--- src/rtl/fpu_div_pkg.sv ---
// Shared types and sizing helpers for the sequential divider.
package fpu_div_pkg;

  typedef enum logic [1:0] {
    IDLE = 2'd0,
    RUN  = 2'd1,
    DONE = 2'd2
  } div_state_t;

  localparam int DIV_WIDTH_DEFAULT = 32;

  // The iteration counter must be able to hold WIDTH itself.
  function automatic int div_cnt_width(input int width);
    return $clog2(width + 1);
  endfunction

endpackage

--- src/rtl/div_step.sv ---
// One combinational restoring-division iteration: shift in a dividend bit and
// subtract the divisor when the partial remainder is large enough.
module div_step #(
  parameter int WIDTH = 32
) (
  input  logic [WIDTH-1:0] rem_i,
  input  logic             bit_i,
  input  logic [WIDTH-1:0] div_i,
  output logic [WIDTH-1:0] rem_o,
  output logic             q_o
);

  logic [WIDTH:0] shifted;

  // The shifted remainder needs WIDTH+1 bits so large divisors compare correctly.
  always_comb begin
    shifted = {rem_i, bit_i};
    q_o     = (shifted >= {1'b0, div_i});
    rem_o   = q_o ? (shifted[WIDTH-1:0] - div_i) : shifted[WIDTH-1:0];
  end

endmodule

--- src/rtl/div_seq.sv ---
// Sequential radix-2 restoring divider, result packed as {remainder, quotient}.
// Define DIV_SIGNED_EN to add the sgn input for two's-complement division.
module div_seq
  import fpu_div_pkg::*;
#(
  parameter int WIDTH = DIV_WIDTH_DEFAULT
) (
  input  logic               clk,
  input  logic               reset,
  input  logic               in_valid,
  output logic               in_ready,
  input  logic [WIDTH-1:0]   a,
  input  logic [WIDTH-1:0]   b,
`ifdef DIV_SIGNED_EN
  input  logic               sgn,
`endif
  output logic               out_valid,
  input  logic               out_ready,
  output logic [2*WIDTH-1:0] y
);

  localparam int CW = div_cnt_width(WIDTH);
  localparam logic [CW-1:0] LAST_CNT = CW'(WIDTH);

  div_state_t state_q, state_d;
  logic [CW-1:0]      cnt_q, cnt_d;
  logic [WIDTH-1:0]   rem_q, rem_d;
  logic [WIDTH-1:0]   quo_q, quo_d;
  logic [WIDTH-1:0]   div_q, div_d;
  logic [2*WIDTH-1:0] y_q, y_d;
  logic               negQuo_q, negQuo_d;
  logic               negRem_q, negRem_d;

  logic               signedOp;
  logic [WIDTH-1:0]   stepRem;
  logic               stepBit;
  logic [WIDTH-1:0]   finalQuo;
  logic [WIDTH-1:0]   finalRem;

`ifdef DIV_SIGNED_EN
  assign signedOp = sgn;
`else
  assign signedOp = 1'b0;
`endif

  div_step #(.WIDTH(WIDTH)) u_step (
    .rem_i (rem_q),
    .bit_i (quo_q[WIDTH-1]),
    .div_i (div_q),
    .rem_o (stepRem),
    .q_o   (stepBit)
  );

  // A zero divisor keeps the all-ones quotient unnegated so signed x/0 yields -1.
  assign finalQuo = (negQuo_q && (div_q != '0)) ? -quo_q : quo_q;
  assign finalRem = negRem_q ? -rem_q : rem_q;

  always_ff @(posedge clk) begin
    if (!reset) begin
      state_q  <= IDLE;
      cnt_q    <= '0;
      rem_q    <= '0;
      quo_q    <= '0;
      div_q    <= '0;
      y_q      <= '0;
      negQuo_q <= 1'b0;
      negRem_q <= 1'b0;
    end else begin
      state_q  <= state_d;
      cnt_q    <= cnt_d;
      rem_q    <= rem_d;
      quo_q    <= quo_d;
      div_q    <= div_d;
      y_q      <= y_d;
      negQuo_q <= negQuo_d;
      negRem_q <= negRem_d;
    end
  end

  always_comb begin
    state_d   = state_q;
    cnt_d     = cnt_q;
    rem_d     = rem_q;
    quo_d     = quo_q;
    div_d     = div_q;
    y_d       = y_q;
    negQuo_d  = negQuo_q;
    negRem_d  = negRem_q;
    in_ready  = 1'b0;
    out_valid = 1'b0;
    case (state_q)
      IDLE: begin
        in_ready = 1'b1;
        if (in_valid) begin
          quo_d    = (signedOp && a[WIDTH-1]) ? -a : a;
          div_d    = (signedOp && b[WIDTH-1]) ? -b : b;
          rem_d    = '0;
          cnt_d    = '0;
          negQuo_d = signedOp && (a[WIDTH-1] ^ b[WIDTH-1]);
          negRem_d = signedOp && a[WIDTH-1];
          state_d  = RUN;
        end
      end
      RUN: begin
        cnt_d = cnt_q + CW'(1);
        // The final RUN cycle applies the sign fix-up and publishes the result.
        if (cnt_q == LAST_CNT) begin
          y_d     = {finalRem, finalQuo};
          state_d = DONE;
        end else begin
          rem_d = stepRem;
          quo_d = {quo_q[WIDTH-2:0], stepBit};
        end
      end
      DONE: begin
        out_valid = 1'b1;
        if (out_ready) begin
          state_d = IDLE;
        end
      end
      default: state_d = IDLE;
    endcase
  end

  assign y = y_q;

endmodule

--- config.mk ---
export PLATFORM = sky130hd
export DESIGN_NAME = div_seq
export DESIGN_NICKNAME = d
export VERILOG_FILES = /design/src/rtl/fpu_div_pkg.sv /design/src/rtl/div_step.sv /design/src/rtl/div_seq.sv
export SDC_FILE = /design/constraint.sdc
export NUM_CORES = 1
export LEC_CHECK = 0
export ABC_AREA = 1
export BUFFER_PORTS_ARGS = -buffer_cell sky130_fd_sc_hd__buf_2
export CAP_MARGIN = 20
export CORE_MARGIN = 4
export CORE_UTILIZATION = 62
export CTS_CLUSTER_SIZE = 12
export DETAILED_ROUTE_END_ITERATION = 8
export PLACE_DENSITY = 0.87
export SYNTH_ARGS = -nofsm -noshare
export SYNTH_HDL_FRONTEND = slang
export SYNTH_SLANG_ARGS = --single-unit
--- constraint.sdc ---
create_clock -name clk -period 6 [get_ports clk]
set_input_delay 0.6 -clock clk [delete_from_list [all_inputs] [get_ports clk]]
set_output_delay 0.6 -clock clk [all_outputs]
set_load 0.05 [all_outputs]
## Yosys cells after proc, flatten, opt, wreduce, memory -nomap -nowiden

Cells that the tools add are included.

| storage, ports and cells | value |
|---|---|
| register bits after elaboration | 168 |
| output and inout bits | 66 |
| logic and storage cells | 38 |

| operators by class | value |
|---|---|
| $add $sub $neg | 2 |
| magnitude comparators | 1 |
| eq/ne operators | 7 |
| multiplexer cells | 15 |
| reductions and logical operators | 7 |

Operators with widths:

| operator | number |
|---|---|
| 32-bit two-way mux | 5 |
| 32-bit case mux with 2 select lines | 2 |
| 33-bit by 32-bit >= comparator with 1-bit output | 1 |
| 32-bit subtractor | 1 |
| 6-bit case mux with 2 select lines | 1 |
| 2-bit inequality test (second input constant) | 4 |
| 6-bit by 1-bit adder with 6-bit output (second input constant) | 1 |
| 6-bit == test (second input constant) | 1 |
| 2-bit two-way mux | 3 |
| 6-bit two-way mux | 1 |
| 2-bit case mux with 3 select lines | 1 |
| 2-bit AND reduction | 3 |
| 3-bit AND reduction | 2 |
| 2-bit by 1-bit == test with 1-bit output (second input constant) | 1 |
| 2-bit == test (second input constant) | 1 |
| 2-bit logical NOT | 1 |
| 1-bit two-way mux | 2 |
| 2-bit nonzero test | 1 |

## Logic depth before layout (Yosys ltp)

| logic depth | value |
|---|---|
| depth in word-level cells | 4 |
| depth in mapped cells | 16 |

## By module

From an unflattened synthesis, not the netlist that was laid out.

| second synthesis, totals | value |
|---|---|
| cell total of the unflattened synthesis | 1,657 |
| area total of the unflattened synthesis | 10,191.0 µm² |

Modules (own cells, without submodules):

| module | times used | cells an instance | area each (µm²) | sequential area each (µm²) |
|---|---|---|---|---|
| div_seq | 1 | 1,005 | 6,998.0 | 3,363.2 |
| div_step | 1 | 652 | 3,193.1 | 0.0 |

## Worst setup path after synthesis

No wires, ideal clock.

| timing | value |
|---|---|
| path kind | flip-flop to flip-flop |
| from | register state_q[1] |
| to | register quo_q[23] |
| data arrival time | 1.920 ns |
| slack | 4.005 ns |
| cell stages (with the launch flop) | 9 |
| path buffers | 1 |
| cell sequence | dfxtp_1 -> nor2_1 -> nand2_1 -> inv_1 -> nor2_2 -> inv_2 -> clkbuf_1 -> o21ai_0 -> a31oi_1 |

| on the way | value |
|---|---|
| longest elaborated chain between the ends | 3 |

RTL lines:

| element | line | RTL |
|---|---|---|
| from (decl) | div_seq.sv:25 | `div_state_t state_q, state_d;` |
| from (signal assigned) | div_seq.sv:69 | `state_q <= state_d;` |
| 2-bit by 1-bit == test with 1-bit output / 2-bit logical NOT (equally long branches) | div_seq.sv:91 | `case (state_q)` |
| 2-bit inequality test (no line) / 2-bit nonzero test (equally long branches) | n/a |  |
| 3-bit AND reduction (no line) | n/a |  |
| to (signal assigned) | div_seq.sv:72 | `quo_q <= quo_d;` |
| to (decl) | div_seq.sv:28 | `logic [WIDTH-1:0] quo_q, quo_d;` |

Several ways; a longest one is shown, not always the timed one.
A chain may end at the register's enable or synchronous reset.

## Worst setup path in the final report

| timing | value |
|---|---|
| from | register state_q[0] |
| to | register y_q[1], in the netlist y[1] |

| on the way | value |
|---|---|
| longest elaborated chain between the ends | 2 |

RTL lines:

| element | line | RTL |
|---|---|---|
| 2-bit by 1-bit == test with 1-bit output | div_seq.sv:91 |  |
| 2-bit AND reduction (no line) | n/a |  |
| to (signal assigned) | div_seq.sv:74 | `y_q <= y_d;` |
| to (decl) | div_seq.sv:30 | `logic [2*WIDTH-1:0] y_q, y_d;` |

Every way passes these cells.

==> results by group <==
Worst setup path
  • CP top delay family: buffers and inverters
  • Req. time, crit path: 6.29 ns
  • Reg-to-reg endpoint: y[1]
  • Worst path slowest cell: inv_1
  • Worst-path fanout max: 97
  • Bufs and invs on worst path: 5
  • CP Capture Type: register
  • Worst r2r src: state_q[0]
  • CP Class: register to register
  • Worst Reg-to-Reg Cells: 9
  • CP startpoint: state_q[0]
  • Kind of start point of the critical path: register
  • Arr. time, crit path: 3.66 ns
  • Max stage delay on crit path: 0.74 ns
  • R2R Setup Slk: 2.63 ns
  • Crit path cell chain: inv_1, nor2_2, buf_4, inv_2, nor2_4, buf_4, inv_1, nand2_1, a21oi_1

Clock network
  • H-Tree Depth: 4
  • Clk_lat worst skew: 0.44 ns
  • Hold bufs inserted after CTS: 0
  • CTS root buffer: clkbuf_16
  • CTS tree: yes
  • CTS resizes: 0
  • Clock-pin slew on the worst setup and hold paths: 0.06 ns
  • CTS buffer count: 17
  • Setup Fix Bufs, Post-CTS: 0
  • CTS Buffer Depth: 2
  • Sink Count: 168

Route
  • DRT Wirelength: 22820 µm
  • DRT Pass-1 Iters: 5
  • Vias per inst: 5.281
  • Wire length on met2: 10750 µm
  • Max Used Layer: met4
  • Met3 WL: 1432 µm
  • Final ANT Viol Nets: 0
  • Met1 WL: 10080 µm
  • WL/cell: 13.60 µm
  • Number of DRC markers in iteration 0: 618
  • Via count: 8861
  • Remaining routing DRC violations: 0

Final layout
  • Fillers: 1223
  • Nets: 1584
  • Register area: 3363 µm²
  • Final Util: 0.7189
  • Syn-to-layout area delta: 13.72%
  • N_diodes: 0
  • Final instance area: 10410 µm²
  • Share of layout cells above drive strength 1: 0.1432
  • Multi-input gate area: 4731 µm²

Power and ir drop
  • Worst IR drop on VDD: 0.2150 mV
  • P per Cell Area: 394.7 nW/µm²
  • Leakage power: 5.148 nW

GRT
  • Pin count of the biggest net entering global routing: 100
  • Vias in the first global route: 8325
  • Grt ovf: 0
  • Initial antenna violation count: 0
  • Total track usage: 0.2778
  • First-pass GRT wire length: 38360 µm

Placement
  • GP Congestion: 0.9604
  • DP Area: 9767 µm²
  • HPWL after detailed placement: 15520 µm
  • Port Buf Inserts: 133

Synthesis
  • Most numerous cell in the Yosys netlist: nand2_1
  • Prevailing post-synth register cell: dfxtp_1
  • Post-synthesis net count: 1492
  • Synth top area share: 0.3675
  • Post-synth EDFFs: 0
  • Most frequent cells after synthesis: nand2_1 (445), inv_1 (187), dfxtp_1 (168)
  • Seq/Total Area, Yosys: 0.3675
  • Ys Warns: 0
  • Post-synth ARST share: 0
  • Syn Area/Cell: 6.589 µm²
  • Count of cell types in the netlist: 36
  • Synthesized area: 9153 µm²
  • Synth area leaders: dfxtp_1 (37%), nand2_1 (18%), a21oi_1 (8.1%)
  • Syn Inst Count: 1389
  • Synth Register Bits: 168
  • Synth area leader: dfxtp_1

Floorplan
  • Ports: 134
  • Initial cell density of the core: 0.6321
  • Row count: 44
  • Die Width: 129.5 µm
  • Die area: 16770 µm²
  • Core Area: 14480 µm²
  • Die Ht: 129.5 µm

STA
  • Final period util: 0.5613
  • Max-slew violation count: 0
  • Clock Skew: 0.009405 ns
  • Actual slew at the worst max-slew pin: 1.052 ns
  • Rel. slew slack: 0.2968
  • Fin. Hold Viols: 0
  • Setup violations, final: 0
  • Tmin final: 3.368 ns
  • Fmax: 0.2970 GHz
  • RSZ-0062 raised after global routing: false
  • Setup TNS: 0 ns

Run
  • Max cap viols: 0

Worst hold path
  • Worst hold start: out_ready
  • Hold endpoint: state_q[1]
  • Hold Path Depth: 4
  • HP Class: primary input to register

Run status
  • Status: complete, no violations
[report_power, final]
| part | internal (mW) | leakage (nW) | total [mW] | switching [mW] |
|---|---|---|---|---|
| Sequential | 1.20 | 1.37 | 1.26 | 0.0582 |
| Combinational | 0.568 | 3.48 | 1.71 | 1.14 |
| Clock | 0.666 | 0.296 | 1.14 | 0.471 |
| Total | 2.44 | 5.15 | 4.11 | 1.67 |
[flip-flops by register name (all words and copies together), names as in the netlist]
signal and count:
y 64, state_q 2, div_q 32, rem_q 32, quo_q 32, cnt_q 6
[tightest hold or removal path, stage by stage]
cell     delay (ns)
buf_2          0.07
inv_1          0.03
nand2_1        0.06
a21oi_1        0.05
[layout by cell type (no fill, tap or decap), types with 7 or more instances in the layout]
cell | synthesis | final
a21oi_1 | 148 | 148
a31oi_1 | 32 | 32
buf_2 | 8 | 133
clkbuf_16 | 0 | 17
dfxtp_1 | 168 | 168
ha_1 | 34 | 34
inv_1 | 187 | 187
inv_2 | 9 | 9
nand2_1 | 445 | 444
nand2_2 | 6 | 7
nand3_1 | 68 | 68
nand3_2 | 17 | 17
nand3b_1 | 9 | 9
nor2_1 | 54 | 53
o21ai_0 | 98 | 98
xnor2_1 | 13 | 13
[metal layers]
metal  global-route usage  vias up
li1                     -     4597
met1               0.3546     3969
met2               0.4604      252
met3              0.06307       43
met4               0.1057        0
met5                    0        -
[worst max path at each step]
stage | end | slack [ns] | cells after the start
finish | y[1] | 2.63 | 9
CTS | y[1] | 2.67 | 9
floorplan | quo_q[23] | 4.01 | 8
global placement | y[63] | 2.81 | 9
detailed placement | y[63] | 2.72 | 9
global route | y[5] | 2.29 | 9
[cell families after synthesis]
group	Yosys count	synth area share
AND/OR/NAND/NOR	623	0.2904
flip-flops	168	0.3675
XOR/XNOR	14	0.01340
buffers and inverters	263	0.1167
AO/OA/AOI/OAI	286	0.1634
adder cells (fa/ha/maj)	35	0.04867
[final cells by class]
| cell class | count | share of cell area |
|---|---|---|
| multi-input cells | 958 | 0.4545 |
| flip-flops and latches | 168 | 0.3231 |
| inverters | 197 | 0.07104 |
| repair buffers | 139 | 0.07020 |
| clock buffers | 22 | 0.04652 |
| well taps | 184 | 0.02212 |
| clock inverters | 10 | 0.01250 |
[through the flow]
step	power, mW	setup slack [ns]	hold slack, ns	cells
6_report	4.109	2.632	0.4211	1678
3_5_place_dp	2.963	2.722	0.4505	1645
5_1_grt	4.425	2.288	0.4272	1678
4_1_cts	4.104	2.669	0.4195	1677
3_3_place_gp	2.937	2.806	0.4456	1645
2_1_floorplan	2.655	4.006	0.4353	1389
Note: power is estimated with default switching activity, not from simulation.
